==> config.mk <==
export PLATFORM = sky130hd
export DESIGN_NAME = eac_result_normalizer_flat
export DESIGN_NICKNAME = d
export VERILOG_FILES = /design/src/rtl/eac_result_normalizer_pkg.sv /design/src/rtl/eac_result_normalizer_if.sv /design/src/rtl/eac_result_normalizer_lzc_tree.sv /design/src/rtl/eac_result_normalizer.sv /design/src/flat_wrapper.sv
export SDC_FILE = /design/constraint.sdc
export NUM_CORES = 1
export LEC_CHECK = 0
export BUFFER_PORTS_ARGS = -buffer_cell sky130_fd_sc_hd__buf_2
export CORE_ASPECT_RATIO = 1.2
export CORE_UTILIZATION = 30
export DETAILED_ROUTE_END_ITERATION = 10
export PLACE_DENSITY = 0.58
export SLEW_MARGIN = 20
export SYNTH_ARGS = -nofsm -noshare
export SYNTH_HDL_FRONTEND = slang
export SYNTH_HIERARCHICAL = 1
export SYNTH_SLANG_ARGS = --single-unit
==> constraint.sdc <==
create_clock -name clk -period 2.15 [get_ports clk]
set_clock_uncertainty 0.1 [all_clocks]
set_input_delay 0.215 -clock clk [delete_from_list [all_inputs] [get_ports clk]]
set_output_delay 0.215 -clock clk [all_outputs]
set_load 0.02 [all_outputs]
==> src/rtl/eac_result_normalizer_pkg.sv <==
// Shared datapath constants for the EAC adder and its result normalizer,
// plus the per-stage payload types of the normalizer pipeline.
package eac_result_normalizer_pkg;

  // Carry-lookahead grouping of the EAC adder.
  localparam int CLA_GROUP_WIDTH = 4;
  localparam int ADDER_WIDTH     = 16;
  localparam int CLA_GROUPS      = ADDER_WIDTH / CLA_GROUP_WIDTH;
  localparam int LZC_WIDTH       = $clog2(ADDER_WIDTH + 1);

  typedef logic [ADDER_WIDTH-1:0] mag_t;
  typedef logic [LZC_WIDTH-1:0]   lzc_t;

  typedef struct packed {
    mag_t mag;
    logic flip;
    logic sticky;
  } recover_t;

  typedef struct packed {
    mag_t mag;
    lzc_t lzc;
    logic zero;
    logic flip;
    logic sticky;
  } count_t;

  typedef struct packed {
    mag_t norm_mag;
    lzc_t lzc;
    logic zero;
    logic flip;
    logic sticky;
  } result_t;

endpackage

==> src/rtl/eac_result_normalizer_if.sv <==
// Adder-to-rounding handshake bundle: raw EAC result in, normalized result out.
// slave is the normalizer's view; master is the surrounding datapath's view.
interface eac_result_normalizer_if;
   import eac_result_normalizer_pkg::*;

   logic in_valid;
   logic in_ready;
   mag_t sum;
   logic cout;
   logic effectiveOperation;
   logic sticky;

   logic out_valid;
   logic out_ready;
   mag_t norm_mag;
   lzc_t lzc;
   logic sign_flip;
   logic zero;
   logic sticky_out;

   modport slave (
      input  in_valid, sum, cout, effectiveOperation, sticky, out_ready,
      output in_ready, out_valid, norm_mag, lzc, sign_flip, zero, sticky_out
   );

   modport master (
      output in_valid, sum, cout, effectiveOperation, sticky, out_ready,
      input  in_ready, out_valid, norm_mag, lzc, sign_flip, zero, sticky_out
   );

endinterface

==> src/rtl/eac_result_normalizer_lzc_tree.sv <==
// Combinational leading-zero counter built as a binary tree of (valid, count)
// pairs; all-zero input yields W.
module lzc_tree #(
   parameter int W = 16
) (
   input  logic [W-1:0]             data,
   output logic [$clog2(W+1)-1:0]   count
);

   localparam int L  = $clog2(W);
   localparam int P  = 1 << L;
   localparam int CW = L + 1;
   localparam int OW = $clog2(W + 1);

   logic [P-1:0] padded;

   // Padding with ones below the data makes an all-zero input count exactly W.
   if (P > W) begin : g_pad
      assign padded = {data, {(P - W){1'b1}}};
   end else begin : g_nopad
      assign padded = data;
   end

   for (genvar l = 0; l <= L; l++) begin : g_lvl
      localparam int N = P >> l;
      logic          v [N];
      logic [CW-1:0] c [N];
      for (genvar j = 0; j < N; j++) begin : g_node
         if (l == 0) begin : g_leaf
            assign v[j] = padded[P-1-j];
            assign c[j] = '0;
         end else begin : g_merge
            // An empty upper half contributes its full width to the count.
            assign v[j] = g_lvl[l-1].v[2*j] | g_lvl[l-1].v[2*j+1];
            assign c[j] = g_lvl[l-1].v[2*j] ? g_lvl[l-1].c[2*j]
                                            : (g_lvl[l-1].c[2*j+1] | CW'(1 << (l - 1)));
         end
      end
   end

   assign count = g_lvl[L].v[0] ? OW'(g_lvl[L].c[0]) : OW'(W);

endmodule

==> src/rtl/eac_result_normalizer.sv <==
// Three-stage normalizer behind the EAC adder: recover magnitude, count
// leading zeros, left-normalize; elastic valid/ready pipeline with bubble collapse.
module eac_result_normalizer
   import eac_result_normalizer_pkg::*;
(
   input  logic                      clk,
   input  logic                      rst_n,
   eac_result_normalizer_if.slave    bus
);

   logic     v1, v2, v3;
   logic     ld1, ld2, ld3;
   logic     complement;
   lzc_t     lzc_cnt;
   mag_t     shifted;
   recover_t s1_d, s1_q;
   count_t   s2_d, s2_q;
   result_t  s3_d, s3_q;

   // A stage loads when empty or when its current content moves on.
   assign ld3 = !v3 || bus.out_ready;
   assign ld2 = !v2 || ld3;
   assign ld1 = !v1 || ld2;

   assign bus.in_ready = ld1;

   // Stage 1: an effective subtraction without end-around carry is negative.
   assign complement = bus.effectiveOperation && !bus.cout;
   assign s1_d = '{mag: complement ? ~bus.sum : bus.sum,
                   flip: complement,
                   sticky: bus.sticky};

   lzc_tree #(.W(ADDER_WIDTH)) u_lzc (
      .data  (s1_q.mag),
      .count (lzc_cnt)
   );

   assign s2_d = '{mag: s1_q.mag,
                   lzc: lzc_cnt,
                   zero: (s1_q.mag == '0),
                   flip: s1_q.flip,
                   sticky: s1_q.sticky};

   // NOTE: every variable written in always_comb gets a value before any
   // conditional update, otherwise a latch is inferred.
   always_comb begin
      shifted = s2_q.mag;
      for (int i = 0; i < LZC_WIDTH; i++) begin
         if (s2_q.lzc[i]) shifted = shifted << (1 << i);
      end
   end

   assign s3_d = '{norm_mag: shifted,
                   lzc: s2_q.lzc,
                   zero: s2_q.zero,
                   flip: s2_q.flip,
                   sticky: s2_q.sticky};

   // NOTE: state is updated with non-blocking assignments so all stages
   // sample their predecessors' old values on the same edge.
   // NOTE: datapath registers are reset too because the outputs must read 0
   // while in reset.
   always_ff @(posedge clk or negedge rst_n) begin
      if (!rst_n) begin
         v1   <= 1'b0;
         v2   <= 1'b0;
         v3   <= 1'b0;
         s1_q <= '0;
         s2_q <= '0;
         s3_q <= '0;
      end else begin
         if (ld1) v1 <= bus.in_valid;
         if (ld2) v2 <= v1;
         if (ld3) v3 <= v2;
         if (ld1 && bus.in_valid) s1_q <= s1_d;
         if (ld2 && v1)           s2_q <= s2_d;
         if (ld3 && v2)           s3_q <= s3_d;
      end
   end

   assign bus.out_valid  = v3;
   assign bus.norm_mag   = s3_q.norm_mag;
   assign bus.lzc        = s3_q.lzc;
   assign bus.sign_flip  = s3_q.flip;
   assign bus.zero       = s3_q.zero;
   assign bus.sticky_out = s3_q.sticky;

endmodule

==> src/flat_wrapper.sv <==
// flat-port wrapper written by rule: the top's interface ports become plain ports
module eac_result_normalizer_flat import eac_result_normalizer_pkg::*;
  (clk, rst_n, bus_in_valid, bus_sum, bus_cout, bus_effectiveOperation, bus_sticky, bus_out_ready, bus_in_ready, bus_out_valid, bus_norm_mag, bus_lzc, bus_sign_flip, bus_zero, bus_sticky_out);
  eac_result_normalizer_if bus_i ();
  input  logic clk;
  input  logic rst_n;
  input wire logic [$bits(bus_i.in_valid)-1:0] bus_in_valid;
  input wire logic [$bits(bus_i.sum)-1:0] bus_sum;
  input wire logic [$bits(bus_i.cout)-1:0] bus_cout;
  input wire logic [$bits(bus_i.effectiveOperation)-1:0] bus_effectiveOperation;
  input wire logic [$bits(bus_i.sticky)-1:0] bus_sticky;
  input wire logic [$bits(bus_i.out_ready)-1:0] bus_out_ready;
  output wire logic [$bits(bus_i.in_ready)-1:0] bus_in_ready;
  output wire logic [$bits(bus_i.out_valid)-1:0] bus_out_valid;
  output wire logic [$bits(bus_i.norm_mag)-1:0] bus_norm_mag;
  output wire logic [$bits(bus_i.lzc)-1:0] bus_lzc;
  output wire logic [$bits(bus_i.sign_flip)-1:0] bus_sign_flip;
  output wire logic [$bits(bus_i.zero)-1:0] bus_zero;
  output wire logic [$bits(bus_i.sticky_out)-1:0] bus_sticky_out;
  assign bus_i.in_valid = bus_in_valid;
  assign bus_i.sum = bus_sum;
  assign bus_i.cout = bus_cout;
  assign bus_i.effectiveOperation = bus_effectiveOperation;
  assign bus_i.sticky = bus_sticky;
  assign bus_i.out_ready = bus_out_ready;
  assign bus_in_ready = bus_i.in_ready;
  assign bus_out_valid = bus_i.out_valid;
  assign bus_norm_mag = bus_i.norm_mag;
  assign bus_lzc = bus_i.lzc;
  assign bus_sign_flip = bus_i.sign_flip;
  assign bus_zero = bus_i.zero;
  assign bus_sticky_out = bus_i.sticky_out;
  eac_result_normalizer u_core (.clk(clk), .rst_n(rst_n), .bus(bus_i));
endmodule
==> results by group <==
Run status
  – Status: finished clean

Timing
  – Final hold vios: 0
  – Fin Hold WS: 0.0351 ns
  – Headroom to the max-slew limit: 0.508
  – Final Slew Violations: 0
  – RSZ-0062 raised after global routing: no
  – Setup WS post-layout: between 0.15 and 0.2 ns
  – Setup violations, final: 0
  – Final period utilization: 0.914
  – Highest clock rate: 509 MHz
  – Setup TNS: 0 ns
  – Worst-Margin Slew: 0.738 ns
  – Final min period: 1.97 ns

Clock tree
  – Post-CTS resize count: 0
  – H-tree depth: 3
  – CTS tree: done
  – CTS max path bufs: 2
  – Root buffer selected by CTS: clkbuf_16
  – Clk Latency, worst-skew pair: 0.33 ns
  – Reg clk slew, reported paths: 0.05 ns
  – TritonCTS Buffers: 9
  – Clock Sinks: 69

Pwr
  – Final Power: around 5.2 mW
  – Peak supply drop: 0.417 mV
  – Internal Power: 3.46 mW
  – Net Sw Frac: 0.338
  – Pwr Density: 1220 nW/um^2
  – Clk network pwr share: 0.289
  – Lkg Pwr: between 1.5 and 2 nW
  – Switching power: 1.76 mW
  – Logic pwr share: 0.332
  – Seq pwr share: 0.379

Synthesis
  – Fraction of registers with async set/reset: 1.00
  – Cell area after synthesis: between 3000 and 4000 sq um
  – Post-synth top flop: dfrtp_1
  – Flops & latches, synth: 69
  – Seq/Total Area, Yosys: 0.484
  – Synth warnings: 6
  – Syn avg cell area: 11.1 sq um
  – Syn nets: 343
  – Yosys cell types: 42
  – Post-Syn Instances: 320
  – Post-synth EDFFs: 0

Worst setup path
  – Critical Path Slowest Stage Cell: dfrtp_1
  – Critical path class: register to register
  – CP Cell Sequence: mux2i_1 -> mux4_2 -> a2bb2oi_1 -> o21ai_0
  – Crit path largest cell delay: roughly 0.82 ns
  – Critical-path maximum fanout: 22
  – CP endpoint kind: register
  – CP Data Required Time: 2.30 ns
  – Critical Path AT: 2.11 ns
  – Startpoint class of the critical path: register

Route
  – Drc violations: 0
  – WL/cell: 14.2 um
  – Vias/cell: 4.81
  – WL final: 7540 um
  – Remaining antenna violation count after routing: 0
  – DR iter-0 viols: 96
  – Via count: 2553
  – Router iterations before antenna repair: 4

Floorplanning
  – I/O Pins: 49
  – CORE AREA: 11600 sq um
  – Die X: 102 um
  – Cell row count: 43
  – Initial Util: 0.308
  – Die Y: 121 um
  – Die area: 12300 sq um

Global routing
  – Initial antenna violation count: 0
  – GRT Overall Usage: 0.134
  – GR Overflow Total: 0
  – Largest net degree at the start of global routing: 48
  – First-pass GRT wire length: 12600 um
  – Vias in the first global route: approximately 2500

Place
  – Port Buf Inserts: 48
  – Global placer's final weighted congestion: 0.799
  – Post-DP HPWL: around 5600 um
  – Pre-CTS setup slack: between 0.2 and 0.25 ns

Cells and area
  – Fillers: 1151
  – Nets: 392
  – Area occupied by multi-input gates: 1690 sq um
  – Sequential Area: 1730 sq um
  – Layout cell share with drive strength beyond 1: 0.299
  – Antenna diodes: 0
  – Area delta synth->final: 20.3%

Run
  – # Max-Cap Violations: 0

Min path
  – Tightest Hold Check Type: primary input to register
worst max-delay path: cells and delay by family, from the launching register on:
family | cells | cell delay [ns]
DFF | 1 | 0.82
muxes | 2 | 0.73
AOI/OAI and AO/OA | 2 | 0.22
layout make-up:
type / instances / share of cell area
well taps: 157 / 0.0458
multi-input cells: 224 / 0.394
inverters: 7 / 0.00612
flip-flops and latches: 69 / 0.402
repair buffers: 58 / 0.0805
clock buffers: 11 / 0.0542
clock inverters: 5 / 0.0175
per-layer routing:
metal,track usage,up-vias,part of all wire
met5,0,-,0
met2,0.210,69,0.49
met1,0.171,1214,0.45
met4,0.0589,0,0.018
met3,0.0374,12,0.044
li1,-,1258,-
cell usage in the layout, fill, tap and decap left out, types with 4 or more instances in the layout:
| master | count |
|---|---|
| a21oi_1 | 5 |
| buf_2 | 48 |
| nor2_1 | 10 |
| nor4_1 | 7 |
| buf_4 | 6 |
| o21ai_0 | 34 |
| nor3_1 | 4 |
| mux2_2 | 30 |
| nand2b_1 | 6 |
| nand2_1 | 44 |
| dfrtp_1 | 69 |
| mux2i_1 | 20 |
| xnor2_1 | 16 |
| clkbuf_16 | 9 |
| inv_1 | 7 |
| mux4_2 | 8 |
sequential cells by signal (all words and copies together) (netlist names):
signal / flops
u_core/s2_q: 24
u_core/s1_q: 18
u_core/bus.norm_mag: 16
u_core/bus.lzc: 5
u_core/bus.out_valid: 1
u_core/bus.sign_flip: 1
u_core/bus.sticky_out: 1
u_core/bus.zero: 1
u_core/v1: 1
u_core/v2: 1
power groups by stage:
| stage | combinational [mW] | sequential [mW] | clock [mW] |
|---|---|---|---|
| after floorplan | 1.14 | 2.10 | 0 |
| after global placement | 1.71 | 1.99 | 0 |
| after detailed placement | 1.74 | 2.00 | 0 |
| after CTS | 1.75 | 1.98 | 1.56 |
| after global routing | 1.91 | 2.03 | 1.61 |
| final | 1.74 | 1.98 | 1.51 |
metrics by stage:
step | cell area [sq um] | utilization | cells
CTS | 4290 | 0.371 | 531
global placement | 3960 | 0.343 | 513
detailed placement | 3960 | 0.343 | 513
finish | 4290 | 0.371 | 531
global route | 4290 | 0.371 | 531
floorplan | 3570 | - | 320
final timing paths:
kind | start | end | slack [ns] | cells after the start
setup / recovery | u_core/s2_q[5] | u_core/bus.norm_mag[14] | 0.18 | 4
hold / removal | bus_sticky | u_core/s1_q[0] | 0.04 | 2
setup reg to reg | u_core/s2_q[5] | u_core/bus.norm_mag[14] | 0.18 | 4
hold reg to reg | u_core/bus.lzc[2] | u_core/bus.lzc[2] | 0.37 | 2
max in group asynchronous | rst_n | u_core/bus.norm_mag[13] | 1.01 | 3
min in group asynchronous | rst_n | u_core/s1_q[1] | 0.32 | 2
cells by family after synthesis:
family                    share of synthesized area
AOI/OAI and AO/OA                             0.101
xor gates and xnor gates                     0.0393
buffers and inverters                        0.0431
DFF                                           0.484
muxes                                         0.209
and+or+nand+nor                               0.124
cell usage after synthesis, types with 3 or more instances:
library cell / number / area [sq um]
dfrtp_1: 69 / 1730
nand2_1: 44 / 165
o21ai_0: 34 / 170
mux2_2: 30 / 338
mux2i_1: 20 / 200
xnor2_1: 16 / 140
nor2_1: 10 / 37.5
buf_2: 8 / 40.0
mux4_2: 8 / 180
clkbuf_1: 7 / 26.3
inv_1: 7 / 26.3
nor4_1: 7 / 43.8
nand2b_1: 6 / 37.5
a21oi_1: 5 / 25.0
nor3_1: 4 / 20.0
a32oi_1: 3 / 26.3
buf_6: 3 / 33.8
nand3_1: 3 / 15.0
nor2b_1: 3 / 18.8
o221ai_1: 3 / 26.3
what timing repair did:
| item | CTS | global route |
|---|---|---|
| hold buffers | 2 | 0 |
| hold endpoints to repair | 23 | 0 |
| setup buffers | 0 | 0 |
Power figures use the tool's default switching activity.
